$ cat config.mk
export PLATFORM = sky130hd
export DESIGN_NAME = mem_arbiter
export DESIGN_NICKNAME = d
export VERILOG_FILES = /design/src/rtl/mem_arbiter.sv
export SDC_FILE = /design/constraint.sdc
export NUM_CORES = 1
export LEC_CHECK = 0
export BUFFER_PORTS_ARGS = -buffer_cell sky130_fd_sc_hd__buf_2
export CELL_PAD_IN_SITES_DETAIL_PLACEMENT = 1
export CELL_PAD_IN_SITES_GLOBAL_PLACEMENT = 2
export CORE_UTILIZATION = 29
export DETAILED_ROUTE_END_ITERATION = 7
export GPL_TIMING_DRIVEN = 0
export PLACE_DENSITY_LB_ADDON = 0.1
export SYNTH_ARGS = -nofsm -noshare
export SYNTH_HDL_FRONTEND = slang
export SYNTH_SLANG_ARGS = --single-unit
$ cat constraint.sdc
create_clock -name i_clk -period 5 [get_ports i_clk]
set_input_delay 1 -clock i_clk [delete_from_list [all_inputs] [get_ports i_clk]]
set_output_delay 1 -clock i_clk [all_outputs]
set_load 0.01 [all_outputs]
$ cat src/rtl/mem_arbiter.sv
// Two-master round-robin arbiter sharing one fixed-latency memory port.
// Latency: grant 1 cycle after the IDLE sample; ack MEM_LATENCY+1 cycles after it; MEM_LATENCY+2 cycles per access.
// Backpressure: one transaction at a time; the losing master holds req and wins the next IDLE sample.
module mem_arbiter #(
    parameter int MEM_LATENCY = 1
) (
    input  logic        i_clk,
    input  logic        i_reset_n,
    input  logic        i_m0_req,
    input  logic [31:0] i_m0_addr,
    input  logic [31:0] i_m0_wr_data,
    input  logic [2:0]  i_m0_rd_mask,
    input  logic [1:0]  i_m0_wr_mask,
    input  logic        i_m1_req,
    input  logic [31:0] i_m1_addr,
    input  logic [31:0] i_m1_wr_data,
    input  logic [2:0]  i_m1_rd_mask,
    input  logic [1:0]  i_m1_wr_mask,
    output logic        o_m0_gnt,
    output logic        o_m0_ack,
    output logic [31:0] o_m0_rd_data,
    output logic        o_m1_gnt,
    output logic        o_m1_ack,
    output logic [31:0] o_m1_rd_data,
    output logic [31:0] o_mem_addr,
    output logic [31:0] o_mem_wr_data,
    output logic [2:0]  o_mem_rd_mask,
    output logic [1:0]  o_mem_wr_mask,
    input  logic [31:0] i_mem_rd_data
);

    typedef enum logic [1:0] {
        IDLE   = 2'd0,
        ACCESS = 2'd1,
        RESP   = 2'd2
    } state_t;

    // The ACCESS window lasts CNT_LOAD+1 cycles; the last one is at count 0.
    localparam logic [3:0] CNT_LOAD = 4'(MEM_LATENCY - 1);

    state_t     state;
    logic       r_last;     // master granted most recently
    logic       winner;     // master owning the current transaction
    logic [3:0] cnt;
    logic       any_req;
    logic       pick;

    // Winner selection: a lone requester wins; on a tie the master that was not granted last wins.
    always_comb begin
        any_req = i_m0_req | i_m1_req;
        if (i_m0_req && i_m1_req) begin
            pick = ~r_last;
        end else begin
            pick = i_m1_req;
        end
    end

    // Transaction FSM; the memory lines double as the latch for the winner's request fields.
    always_ff @(posedge i_clk or negedge i_reset_n) begin
        if (!i_reset_n) begin
            state         <= IDLE;
            r_last        <= 1'b1;
            winner        <= 1'b0;
            cnt           <= 4'd0;
            o_m0_gnt      <= 1'b0;
            o_m0_ack      <= 1'b0;
            o_m0_rd_data  <= 32'd0;
            o_m1_gnt      <= 1'b0;
            o_m1_ack      <= 1'b0;
            o_m1_rd_data  <= 32'd0;
            o_mem_addr    <= 32'd0;
            o_mem_wr_data <= 32'd0;
            o_mem_rd_mask <= 3'd0;
            o_mem_wr_mask <= 2'd0;
        end else begin
            o_m0_gnt <= 1'b0;
            o_m0_ack <= 1'b0;
            o_m1_gnt <= 1'b0;
            o_m1_ack <= 1'b0;
            case (state)
                IDLE: begin
                    if (any_req) begin
                        winner <= pick;
                        r_last <= pick;
                        cnt    <= CNT_LOAD;
                        state  <= ACCESS;
                        if (pick) begin
                            o_mem_addr    <= i_m1_addr;
                            o_mem_wr_data <= i_m1_wr_data;
                            o_mem_rd_mask <= i_m1_rd_mask;
                            o_mem_wr_mask <= i_m1_wr_mask;
                            o_m1_gnt      <= 1'b1;
                        end else begin
                            o_mem_addr    <= i_m0_addr;
                            o_mem_wr_data <= i_m0_wr_data;
                            o_mem_rd_mask <= i_m0_rd_mask;
                            o_mem_wr_mask <= i_m0_wr_mask;
                            o_m0_gnt      <= 1'b1;
                        end
                    end
                end
                ACCESS: begin
                    if (cnt == 4'd0) begin
                        // Masks drop to 0 for RESP; addr/wr_data keep their last value.
                        state         <= RESP;
                        o_mem_rd_mask <= 3'd0;
                        o_mem_wr_mask <= 2'd0;
                        if (winner) begin
                            o_m1_ack <= 1'b1;
                            if (o_mem_rd_mask != 3'd0) begin
                                o_m1_rd_data <= i_mem_rd_data;
                            end
                        end else begin
                            o_m0_ack <= 1'b1;
                            if (o_mem_rd_mask != 3'd0) begin
                                o_m0_rd_data <= i_mem_rd_data;
                            end
                        end
                    end else begin
                        cnt <= cnt - 4'd1;
                    end
                end
                RESP: begin
                    state <= IDLE;
                end
                default: begin
                    state <= IDLE;
                end
            endcase
        end
    end

endmodule

### Word level (Yosys, flattened, before mapping)

Index checks and enable logic that the tools add are counted.

* add/subtract/negate cells: 1
* multipliers: 0
* divide/modulo/power cells: 0
* order comparisons: 0
* equal/unequal tests: 4
* shifts and indexed selects: 0
* mux-type cells: 29
* bitwise logic cells: 3
* reductions and logical operators: 11

Operators by type and width (count)
* $mux W32: 2
* $mux W1: 13
* $mux W2: 5
* $mux W3: 3
* $mux W4: 2
* $pmux W2 S2: 2
* $pmux W4 S2: 1
* $reduce_and A4 Y1: 2
* $ne A2 B2 Y1 const B: 3
* $pmux W3 S2: 1
* $reduce_and A3 Y1: 2
* $logic_not A4 Y1: 1
* $reduce_and A2 Y1: 2
* $sub A4 B1 Y4 const B: 1
* $reduce_bool A3 Y1: 1
* $eq A2 B1 Y1 const B: 1
* $logic_not A2 Y1: 1
* $not A1 Y1: 2
* $reduce_bool A2 Y1: 1
* $logic_and A1 B1 Y1: 1
* $or A1 B1 Y1: 1

* register bits: 145
* latch bits: 0
* bits in writable memories: 0
* ROM bits: 0
* bits of input ports: 174
* output and inout bits: 137
* logic and storage cells: 62
* memories kept: 0

### Longest topological paths before layout

Gate-level depths: netlist of the first run.

* word-level depth: 5
* mapped depth: 7
* depth with buffers taken out: 5

### Least setup slack after synthesis of the first run

No wires, ideal clock.

* path type: input-to-reg
* start: in i_m1_req
* end: reg o_mem_addr[0]
* setup time: 0.126 ns
* arrival time: 2.121 ns
* setup slack: 2.753 ns
* stages on the path: 6
* buffers on the path: 3
* cells stage by stage: a21bo_2 buf_2 nor2_1 buf_2 buf_1 a221o_1

* longest elaborated chain between the ends: 3

RTL lines
* from (decl): RTL line 14 `input logic i_m1_req,`
* $logic_and A1 B1 Y1: RTL line 51 `if (i_m0_req && i_m1_req) begin`
* $mux W1: RTL line 51
* $mux W32: RTL line 87 `if (pick) begin`
* to (signal assigned): RTL line 88 `o_mem_addr <= i_m1_addr;`
* to (signal assigned): RTL line 94 `o_mem_addr <= i_m0_addr;`
* to (decl): RTL line 25 `output logic [31:0] o_mem_addr,`

Parallel ways exist; a longest one is shown, timed or not.
A chain may end at the register's enable or synchronous reset.

### Final worst setup path of the first run

* start: reg cnt[0]
* end: reg o_m1_rd_data[20]

* longest elaborated chain between the ends: 2

RTL lines
* from (decl): RTL line 44 `logic [3:0] cnt;`
* from (signal assigned): RTL line 120 `cnt <= cnt - 4'd1;`
* $logic_not A4 Y1: RTL line 103 `if (cnt == 4'd0) begin`
* $reduce_and A4 Y1 (no source line)
* to (signal assigned): RTL line 111 `o_m1_rd_data <= i_mem_rd_data;`
* to (decl): RTL line 24 `output logic [31:0] o_m1_rd_data,`

Every way passes these cells.

==> results.sh, run 1 <==
export IMPL_final_cell_mix="buf_2 (313), dfrtp_1 (144), o21a_1 (62), a221o_1 (62), mux2_4 (60)"
export IMPL_clk_latency_ns=0.42
export IMPL_routed_wl_um=20400
export IMPL_seq_area_frac_synth=0.579
export IMPL_rows=53
export IMPL_fin_hold_ws_ns=0.503
export IMPL_post_place_cells=1014
export IMPL_fp_dieH_um=149
export IMPL_criticalPathCategory="register to register"
export IMPL_synth_compound_area_frac=0.195
export IMPL_slew_headroom=0.571
export IMPL_cts_inserted_buffers=17
export IMPL_worstPathRequired_ns=5.30
export IMPL_place_area_sq_mm=0.00820
export IMPL_synth_top_cell_area_share=0.575
export IMPL_rsz0062_at_grt="no"
export IMPL_critPathLaunchType="register"
export IMPL_yosysUniqueCellTypes=31
export IMPL_status="finished, final reports clean"
export IMPL_final_area_sq_mm=0.00875
export IMPL_hold_viol=0
export IMPL_drc=0
export IMPL_cts_hold_buffers=0
export IMPL_dp_slack_ns=2.29
export IMPL_grt_max_degree=85
export IMPL_synth_avg_cell_area_sq_um=14.6
export IMPL_yosys_area_share_simple=0.0235
export IMPL_synth_area_mux_share=0.165
export IMPL_fin_setup_tns_ns=0
export IMPL_n_antenna_cell=0
export IMPL_gp_congestion=0.764
export IMPL_core_sq_mm=0.0211
export IMPL_clk_pin_slew_worst_paths_ns=0.06
export IMPL_synth_nets=603
export IMPL_cp_slowest_cell="nor4b_4"
export IMPL_grt_pass1_vias=5622
export IMPL_ios=311
export IMPL_synth_area_leaders="dfrtp_1 (57%), mux2_4 (14%), a221o_1 (9.9%), o21a_1 (7.4%), mux2i_1 (1.4%)"
export IMPL_netlist_area_sq_mm=0.00627
export IMPL_utilization=0.415
export IMPL_htree_levels=4
export IMPL_tightest_slew_ns=0.638
export IMPL_viasPerCell=4.87
export IMPL_synthAdderAreaFrac=0.00200
export IMPL_vdd_ir_drop_max_v=0.000205
export IMPL_final_layout_size_suffix_gt1_frac=0.551
export IMPL_layout_commonest_cell="buf_2"
export IMPL_synthXorXnorAreaFrac=0
export IMPL_max_stage_delay_ns=0.46
export IMPL_crit_top_cell="buf_6"
export IMPL_crit_path_max_fanout=10
export IMPL_crit_chain="inv_1 -> ha_1 -> or3b_1 -> buf_6 -> nor4b_4 -> buf_6 -> mux2_4"
export IMPL_synthCells=428
export IMPL_overflow=0
export IMPL_post_cts_buffers=0
export IMPL_route_vias_total=5098
export IMPL_holdPathStages=1
export IMPL_area_delta_synth_final_pct=39.6
export IMPL_antenna_found_initial=2
export IMPL_end_kind="register"
export IMPL_r2r_cells=7
export IMPL_cts_root_buf="clkbuf_16"
export IMPL_ctsResizeCount=0
export IMPL_initial_core_util=0.297
export IMPL_synth_top_cell_by_area="dfrtp_1"
export IMPL_powerDensity_mw_per_mm2=672
export IMPL_cts_buffer_depth=2
export IMPL_dpl_hpwl_um=15500
export IMPL_power_mw=5.88
export IMPL_ant_nets=0
export IMPL_min_period_over_period=0.471
export IMPL_firstDrtPassIters=4
export IMPL_timing_fmax_ghz=0.424
export IMPL_hold_path_class="register to register"
export IMPL_ys_seq_elements=145
export IMPL_wl_per_cell_um=19.5
export IMPL_grt_first_pass_wirelength_um=31900
export IMPL_grt_use_total=0.188
export IMPL_maxCapViolations=0
export IMPL_drt_iter0_drc=145
export IMPL_port_buffers=310
export IMPL_fin_crit_ns=2.36
export IMPL_clock_sinks=145
export IMPL_synth_top_family_by_area="compound AO/OA/AOI/OAI gates"
export IMPL_cts_tree="done"
export IMPL_nNetsFinal=933
export IMPL_die_x_um=149
export IMPL_skew_ns=0.0107
export IMPL_slew_violations=0
export IMPL_die_area_sq_mm=0.0222
export IMPL_finalNonFillerCells=1046
export IMPL_yosys_warnings=0
export IMPL_setup_viol=0
export IMPL_crit_arrival_ns=2.65
export IMPL_setup_slack_ns=2.64
export IMPL_p_leak_nw=4.37
synthesized netlist by cell type:
master	n
buf_4	1
or3b_1	1
nor3b_1	2
nor2_1	3
dfstp_2	1
nand2b_1	1
nor3_1	3
and3_1	1
o21a_1	62
o21ai_0	12
dfrtp_1	144
a21bo_2	1
nand3_1	3
nor2b_1	2
a221o_1	62
or2_2	2
nor4b_4	1
nor4_4	1
o22ai_1	6
mux2_2	4
mux2_4	60
inv_1	2
o31ai_1	1
buf_2	4
ha_1	1
clkbuf_1	22
buf_1	6
o221ai_1	1
mux2i_1	9
a21o_1	2
buf_6	7
worst max-delay path, delay by kind of cell, from the launching register on:
| family | cells | cell delay, ns |
|---|---|---|
| adder cells (fa/ha/maj) | 1 | 0.20 |
| buffers and inverters | 3 | 0.51 |
| multiplexers | 1 | 0.32 |
| AND/OR/NAND/NOR | 2 | 0.83 |
| flip-flops | 1 | 0.38 |
state kept, by name, indices dropped and copies added (netlist names), 2 cells and up:
register	flops
o_mem_wr_mask	2
o_m0_rd_data	32
state	2
cnt	4
o_mem_rd_mask	3
o_mem_addr	32
o_mem_wr_data	32
o_m1_rd_data	32
kinds of logic (layout without fill, tap and decap cells):
group / after synthesis / count (layout)
compound gates: 147 / 147
flops: 145 / 145
mux: 73 / 73
buf+inv: 42 / 385
simple gates: 20 / 20
fa+ha+maj: 1 / 1
layer usage:
metal | vias to the layer above | GRT usage | share of wire
li1 | 2310 | - | -
met2 | 212 | 0.309 | 0.48
met4 | 2 | 0.0515 | 0.013
met5 | - | 0 | 0.00039
met3 | 17 | 0.0694 | 0.082
met1 | 2557 | 0.230 | 0.42
area by class of cell:
class | count | area [sq um]
Fill cell | 2356 | 12300
Sequential cell | 145 | 3630
Multi-Input combinational cell | 241 | 2420
Timing Repair Buffer | 311 | 1590
Clock buffer | 17 | 425
Tap cell | 275 | 344
Buffer | 40 | 211
Clock inverter | 15 | 125
Inverter | 2 | 7.51
worst paths after layout:
kind	start	to	slack (ns)
min in group asynchronous	i_reset_n	o_m0_rd_data[17]$_DFFE_PN0P_	0.56
max in group asynchronous	i_reset_n	o_mem_wr_data[7]$_DFFE_PN0P_	3.59
min	o_m0_rd_data[29]$_DFFE_PN0P_	o_m0_rd_data[29]$_DFFE_PN0P_	0.50
min reg2reg	o_m0_rd_data[29]$_DFFE_PN0P_	o_m0_rd_data[29]$_DFFE_PN0P_	0.50
max	cnt[0]$_DFFE_PN0P_	o_m1_rd_data[20]$_DFFE_PN0P_	2.64
max reg2reg	cnt[0]$_DFFE_PN0P_	o_m1_rd_data[20]$_DFFE_PN0P_	2.64
report_power, final:
group          internal [mW]  switching, mW  total [mW]
sequential              1.75          0.315        2.06
combinational           1.36           1.25        2.60
clock                  0.652          0.562        1.21
total                   3.76           2.12        5.88
(Power assumes the default switching activity.)
==> run 2, diff against run 1 <==
clock period = 2.4 ns   (was 5 ns; I/O delays follow)
==> results.sh, run 2 (synthesized netlist as in run 1, its figures left out) <==
export IMPL_worstPathRequired_ns=2.70
export IMPL_p_leak_nw=4.39
export IMPL_maxCapViolations=0
export IMPL_timing_fmax_ghz=0.441
export IMPL_status="finished, final reports clean"
export IMPL_fp_dieH_um=149
export IMPL_crit_top_cell="buf_6"
export IMPL_seqPwrFrac=0.350
export IMPL_rsz0062_at_grt="no"
export IMPL_max_stage_delay_ns=0.38
export IMPL_overflow=0
export IMPL_powerDensity_mw_per_mm2=1400
export IMPL_rows=53
export IMPL_clk_latency_ns=0.42
export IMPL_ctsResizeCount=0
export IMPL_dpl_hpwl_um=15500
export IMPL_tightest_slew_ns=0.641
export IMPL_grt_first_pass_wirelength_um=31900
export IMPL_criticalPathCategory="register to register"
export IMPL_cp_slowest_cell="dfrtp_1"
export IMPL_antenna_found_initial=2
export IMPL_power_mw=12.3
export IMPL_crit_chain="inv_1 -> ha_1 -> or3b_1 -> buf_6 -> nor4b_4 -> buf_4 -> buf_6 -> mux2_4"
export IMPL_setup_viol=0
export IMPL_gp_congestion=0.764
export IMPL_switching_share=0.360
export IMPL_utilization=0.416
export IMPL_wl_per_cell_um=19.5
export IMPL_fin_crit_ns=2.27
export IMPL_clock_sinks=145
export IMPL_core_sq_mm=0.0211
export IMPL_port_buffers=310
export IMPL_route_vias_total=5121
export IMPL_die_area_sq_mm=0.0222
export IMPL_n_antenna_cell=0
export IMPL_drc=0
export IMPL_grt_use_total=0.188
export IMPL_vdd_ir_drop_max_v=0.000425
export IMPL_skew_ns=0.0100
export IMPL_initial_core_util=0.297
export IMPL_p_switching_mw=4.41
export IMPL_slew_violations=0
export IMPL_htree_levels=4
export IMPL_worst_path_buf_inv=4
export IMPL_viasPerCell=4.88
export IMPL_fillCellCount=2357
export IMPL_area_delta_synth_final_pct=39.9
export IMPL_hold_path_class="primary input to async pin"
export IMPL_crit_arrival_ns=2.57
export IMPL_firstDrtPassIters=4
export IMPL_clk_pin_slew_worst_paths_ns=0.06
export IMPL_min_period_over_period=0.945
export IMPL_end_kind="register"
export IMPL_cts_buffer_depth=2
export IMPL_drt_iter0_drc=140
export IMPL_multi_input_area_sq_mm=0.00242
export IMPL_final_cell_mix="buf_2 (313), dfrtp_1 (144), o21a_1 (62), a221o_1 (62), mux2_4 (60)"
export IMPL_critPathLaunchType="register"
export IMPL_hold_viol=0
export IMPL_cts_tree="done"
export IMPL_layout_commonest_cell="buf_2"
export IMPL_ant_nets=0
export IMPL_combinationalPowerShare=0.444
export IMPL_cts_inserted_buffers=17
export IMPL_clkPwrFrac=0.206
export IMPL_internal_power_mw=7.84
export IMPL_routed_wl_um=20400
export IMPL_crit_path_max_fanout=10
export IMPL_slew_headroom=0.569
export IMPL_final_layout_size_suffix_gt1_frac=0.553
export IMPL_cts_hold_buffers=0
export IMPL_cts_root_buf="clkbuf_16"
export IMPL_seq_area_sq_mm=0.00363
export IMPL_cp_top_family="buffers and inverters"
export IMPL_grt_pass1_vias=5633
export IMPL_nNetsFinal=936
export IMPL_die_x_um=149
export IMPL_grt_max_degree=85
export IMPL_ios=311
-- run 2: cell count changes in the layout (fill, tap and decap cells not counted) --
| cell | previous run | this run |
|---|---|---|
| buf_4 | 1 | 4 |
-- run 2: per-layer routing --
layer | vias to the layer above | global-route usage | part of all wire
li1 | 2317 | - | -
met1 | 2568 | 0.230 | 0.42
met2 | 220 | 0.310 | 0.49
met3 | 14 | 0.0694 | 0.084
met4 | 2 | 0.0515 | 0.012
met5 | - | 0 | 0.00039
-- run 2: final timing paths --
path	slack, ns	cells after the start	endpoint	start
min reg2reg	0.51	1	o_m0_rd_data[23]$_DFFE_PN0P_	o_m0_rd_data[23]$_DFFE_PN0P_
min	0.04	1	o_m0_rd_data[17]$_DFFE_PN0P_	i_reset_n
min in group i_clk	0.29	2	o_mem_addr[29]$_DFFE_PN0P_	i_m0_addr[29]
max	0.13	8	o_m1_rd_data[20]$_DFFE_PN0P_	cnt[0]$_DFFE_PN0P_
max reg2reg	0.13	8	o_m1_rd_data[20]$_DFFE_PN0P_	cnt[0]$_DFFE_PN0P_
max in group asynchronous	1.50	2	o_mem_wr_data[17]$_DFFE_PN0P_	i_reset_n
-- run 2: through the flow --
step | instances | area, sq um | hold slack (ns) | TNS, ns | setup WS (ns)
final | 1049 | 8770 | 0.0398 | 0 | 0.131
after global routing | 1049 | 8770 | 0.0729 | 0 | 0.0413
after CTS | 1048 | 8760 | 0.0618 | 0 | 0.0309
after detailed placement | 1014 | 8200 | 0.488 | 0 | 0.0244
after global placement | 1013 | 8170 | 0.488 | -189.58 | -1.33
after floorplan | 428 | 6270 | 0.184 | 0 | 0.309
-- run 2: worst register-to-register path: stages, from the launching register on --
cell	delay, ns
dfrtp_1	0.38
inv_1	0.10
ha_1	0.20
or3b_1	0.37
buf_6	0.15
nor4b_4	0.26
buf_4	0.19
buf_6	0.19
mux2_4	0.32
-- run 2: timing repair --
action,CTS,global route
setup endpoints to repair,14,30
buffers inserted,2,1
pin swaps,1,1
-- run 2: layout make-up --
class,instances,area share
Clock inverter,15,0.0143
Sequential cell,145,0.414
Timing Repair Buffer,314,0.183
Tap cell,275,0.0392
Inverter,2,0.000856
Multi-Input combinational cell,241,0.276
Clock buffer,17,0.0485
Buffer,40,0.0241
-- run 2: power groups by stage --
stage / logic, mW / registers [mW] / clock network (mW)
2_1_floorplan: 2.84 / 4.80 / 0
3_3_place_gp: 5.40 / 4.26 / 0
3_5_place_dp: 5.51 / 4.32 / 0
4_1_cts: 5.53 / 4.30 / 2.60
5_1_grt: 5.91 / 4.45 / 2.71
6_report: 5.44 / 4.29 / 2.52
==> run 3, diff against run 2 <==
PLACE_DENSITY_LB_ADDON = 0.05   (was 0.1)
==> results.sh, run 3 (synthesized netlist as in run 1, its figures left out) <==
export IMPL_final_area_sq_mm=0.00879
export IMPL_ant_nets=0
export IMPL_clk_latency_ns=0.41
export IMPL_wl_per_cell_um=19.7
export IMPL_end_kind="register"
export IMPL_skew_ns=0.00907
export IMPL_core_sq_mm=0.0211
export IMPL_timing_fmax_ghz=0.443
export IMPL_combinationalPowerShare=0.445
export IMPL_overflow=0
export IMPL_gp_congestion=0.783
export IMPL_cts_tree="done"
export IMPL_cts_buffer_depth=2
export IMPL_die_area_sq_mm=0.0222
export IMPL_cts_inserted_buffers=17
export IMPL_vdd_ir_drop_max_v=0.000487
export IMPL_criticalPathCategory="register to register"
export IMPL_place_area_sq_mm=0.00820
export IMPL_rows=53
export IMPL_tightest_slew_ns=0.653
export IMPL_clkPwrFrac=0.207
export IMPL_internal_power_mw=7.92
export IMPL_grt_max_degree=96
export IMPL_worstPathRequired_ns=2.70
export IMPL_finalNonFillerCells=1051
export IMPL_layout_commonest_cell="buf_2"
export IMPL_dpl_hpwl_um=15500
export IMPL_clock_sinks=145
export IMPL_grt_pass1_vias=5571
export IMPL_fillCellCount=2334
export IMPL_max_stage_delay_ns=0.38
export IMPL_setup_viol=0
export IMPL_final_layout_size_suffix_gt1_frac=0.552
export IMPL_p_leak_nw=4.40
export IMPL_route_vias_total=5030
export IMPL_grt_use_total=0.189
export IMPL_maxCapViolations=0
export IMPL_crit_arrival_ns=2.56
export IMPL_slew_violations=0
export IMPL_slew_headroom=0.561
export IMPL_cts_root_buf="clkbuf_16"
export IMPL_antenna_found_initial=3
export IMPL_viasPerCell=4.79
export IMPL_post_cts_buffers=0
export IMPL_critPathLaunchType="register"
export IMPL_r2r_cells=8
export IMPL_port_buffers=310
export IMPL_drc=0
export IMPL_final_cell_mix="buf_2 (313), dfrtp_1 (144), o21a_1 (62), a221o_1 (62), mux2_4 (60)"
export IMPL_crit_path_max_fanout=10
export IMPL_clk_pin_slew_worst_paths_ns=0.07
export IMPL_crit_top_cell="buf_6"
export IMPL_hold_viol=0
export IMPL_die_x_um=149
export IMPL_p_switching_mw=4.37
export IMPL_min_period_over_period=0.941
export IMPL_switching_share=0.356
export IMPL_powerDensity_mw_per_mm2=1400
export IMPL_grt_first_pass_wirelength_um=31800
export IMPL_seqPwrFrac=0.348
export IMPL_ctsResizeCount=0
export IMPL_htree_levels=4
export IMPL_firstDrtPassIters=4
export IMPL_drt_iter0_drc=166
export IMPL_status="finished, final reports clean"
export IMPL_rsz0062_at_grt="no"
export IMPL_crit_chain="inv_1 -> ha_1 -> or3b_1 -> buf_6 -> nor4b_4 -> buf_4 -> buf_6 -> mux2_4"
export IMPL_cts_hold_buffers=0
export IMPL_fp_dieH_um=149
export IMPL_ios=311
export IMPL_initial_core_util=0.297
export IMPL_utilization=0.417
export IMPL_area_delta_synth_final_pct=40.3
export IMPL_post_place_cells=1014
export IMPL_nNetsFinal=936
export IMPL_fin_crit_ns=2.26
export IMPL_routed_wl_um=20700
export IMPL_cp_slowest_cell="dfrtp_1"
export IMPL_hold_path_class="primary input to async pin"
[run 3: changes by cell type in the layout (fill, tap and decap cells not counted)]
cell        delta
clkbuf_1       +1
clkinv_4       +3
diode_2        +2
clkinvlp_4     -1
clkinv_2       -2
inv_6          -3
clkbuf_8       +3
inv_8          -1
[run 3: path summary, 6_finish.rpt]
path	from	endpoint	slack, ns
max in group asynchronous	i_reset_n	o_mem_wr_data[8]$_DFFE_PN0P_	1.49
min	i_reset_n	o_m1_rd_data[14]$_DFFE_PN0P_	0.02
min in group i_clk	i_m1_addr[0]	o_mem_addr[0]$_DFFE_PN0P_	0.29
max	cnt[0]$_DFFE_PN0P_	o_m1_rd_data[1]$_DFFE_PN0P_	0.14
max reg2reg	cnt[0]$_DFFE_PN0P_	o_m1_rd_data[1]$_DFFE_PN0P_	0.14
min reg2reg	cnt[3]$_DFFE_PN0P_	cnt[3]$_DFFE_PN0P_	0.50
[run 3: final cells by class]
type / count / area (sq um) / area share
clock buffer: 21 / 470 / 0.0535
antenna: 2 / 5.00 / 0.000569
sequential: 145 / 3630 / 0.413
timing repair buffer: 314 / 1610 / 0.183
multi-input combinational: 241 / 2420 / 0.275
inverter: 2 / 7.51 / 0.000854
tap: 275 / 344 / 0.0391
clock inverter: 11 / 96.3 / 0.0110
buffer: 40 / 211 / 0.0240
[run 3: critical path, delay by kind of cell, from the launching register on]
family,cells,cell delay [ns]
buffers and inverters,4,0.59
flip-flops,1,0.38
adder cells (fa/ha/maj),1,0.19
multiplexers,1,0.32
AND/OR/NAND/NOR,2,0.65
[run 3: routing by layer]
layer / wire, um / track usage / share of wire
met1: 8570 / 0.229 / 0.41
met2: 10100 / 0.315 / 0.49
met3: 1570 / 0.0633 / 0.076
met4: 357 / 0.0612 / 0.017
met5: 23 / 0 / 0.0011
[run 3: metrics by stage]
stage	power [mW]	hold slack [ns]	TNS, ns	worst slack, ns
4_1_cts	12.5	0.0168	0	0.0393
3_3_place_gp	9.67	0.484	-188.00	-1.32
6_report	12.3	0.0150	0	0.142
2_1_floorplan	7.65	0.184	0	0.309
3_5_place_dp	9.82	0.472	0	0.0493
5_1_grt	13.1	0.0244	0	0.0253
[run 3: power groups by stage]
stage / logic (mW) / registers (mW) / clock network (mW)
floorplan: 2.84 / 4.80 / 0
global placement: 5.42 / 4.24 / 0
detailed placement: 5.51 / 4.31 / 0
CTS: 5.55 / 4.29 / 2.62
global route: 5.94 / 4.43 / 2.73
finish: 5.47 / 4.28 / 2.54
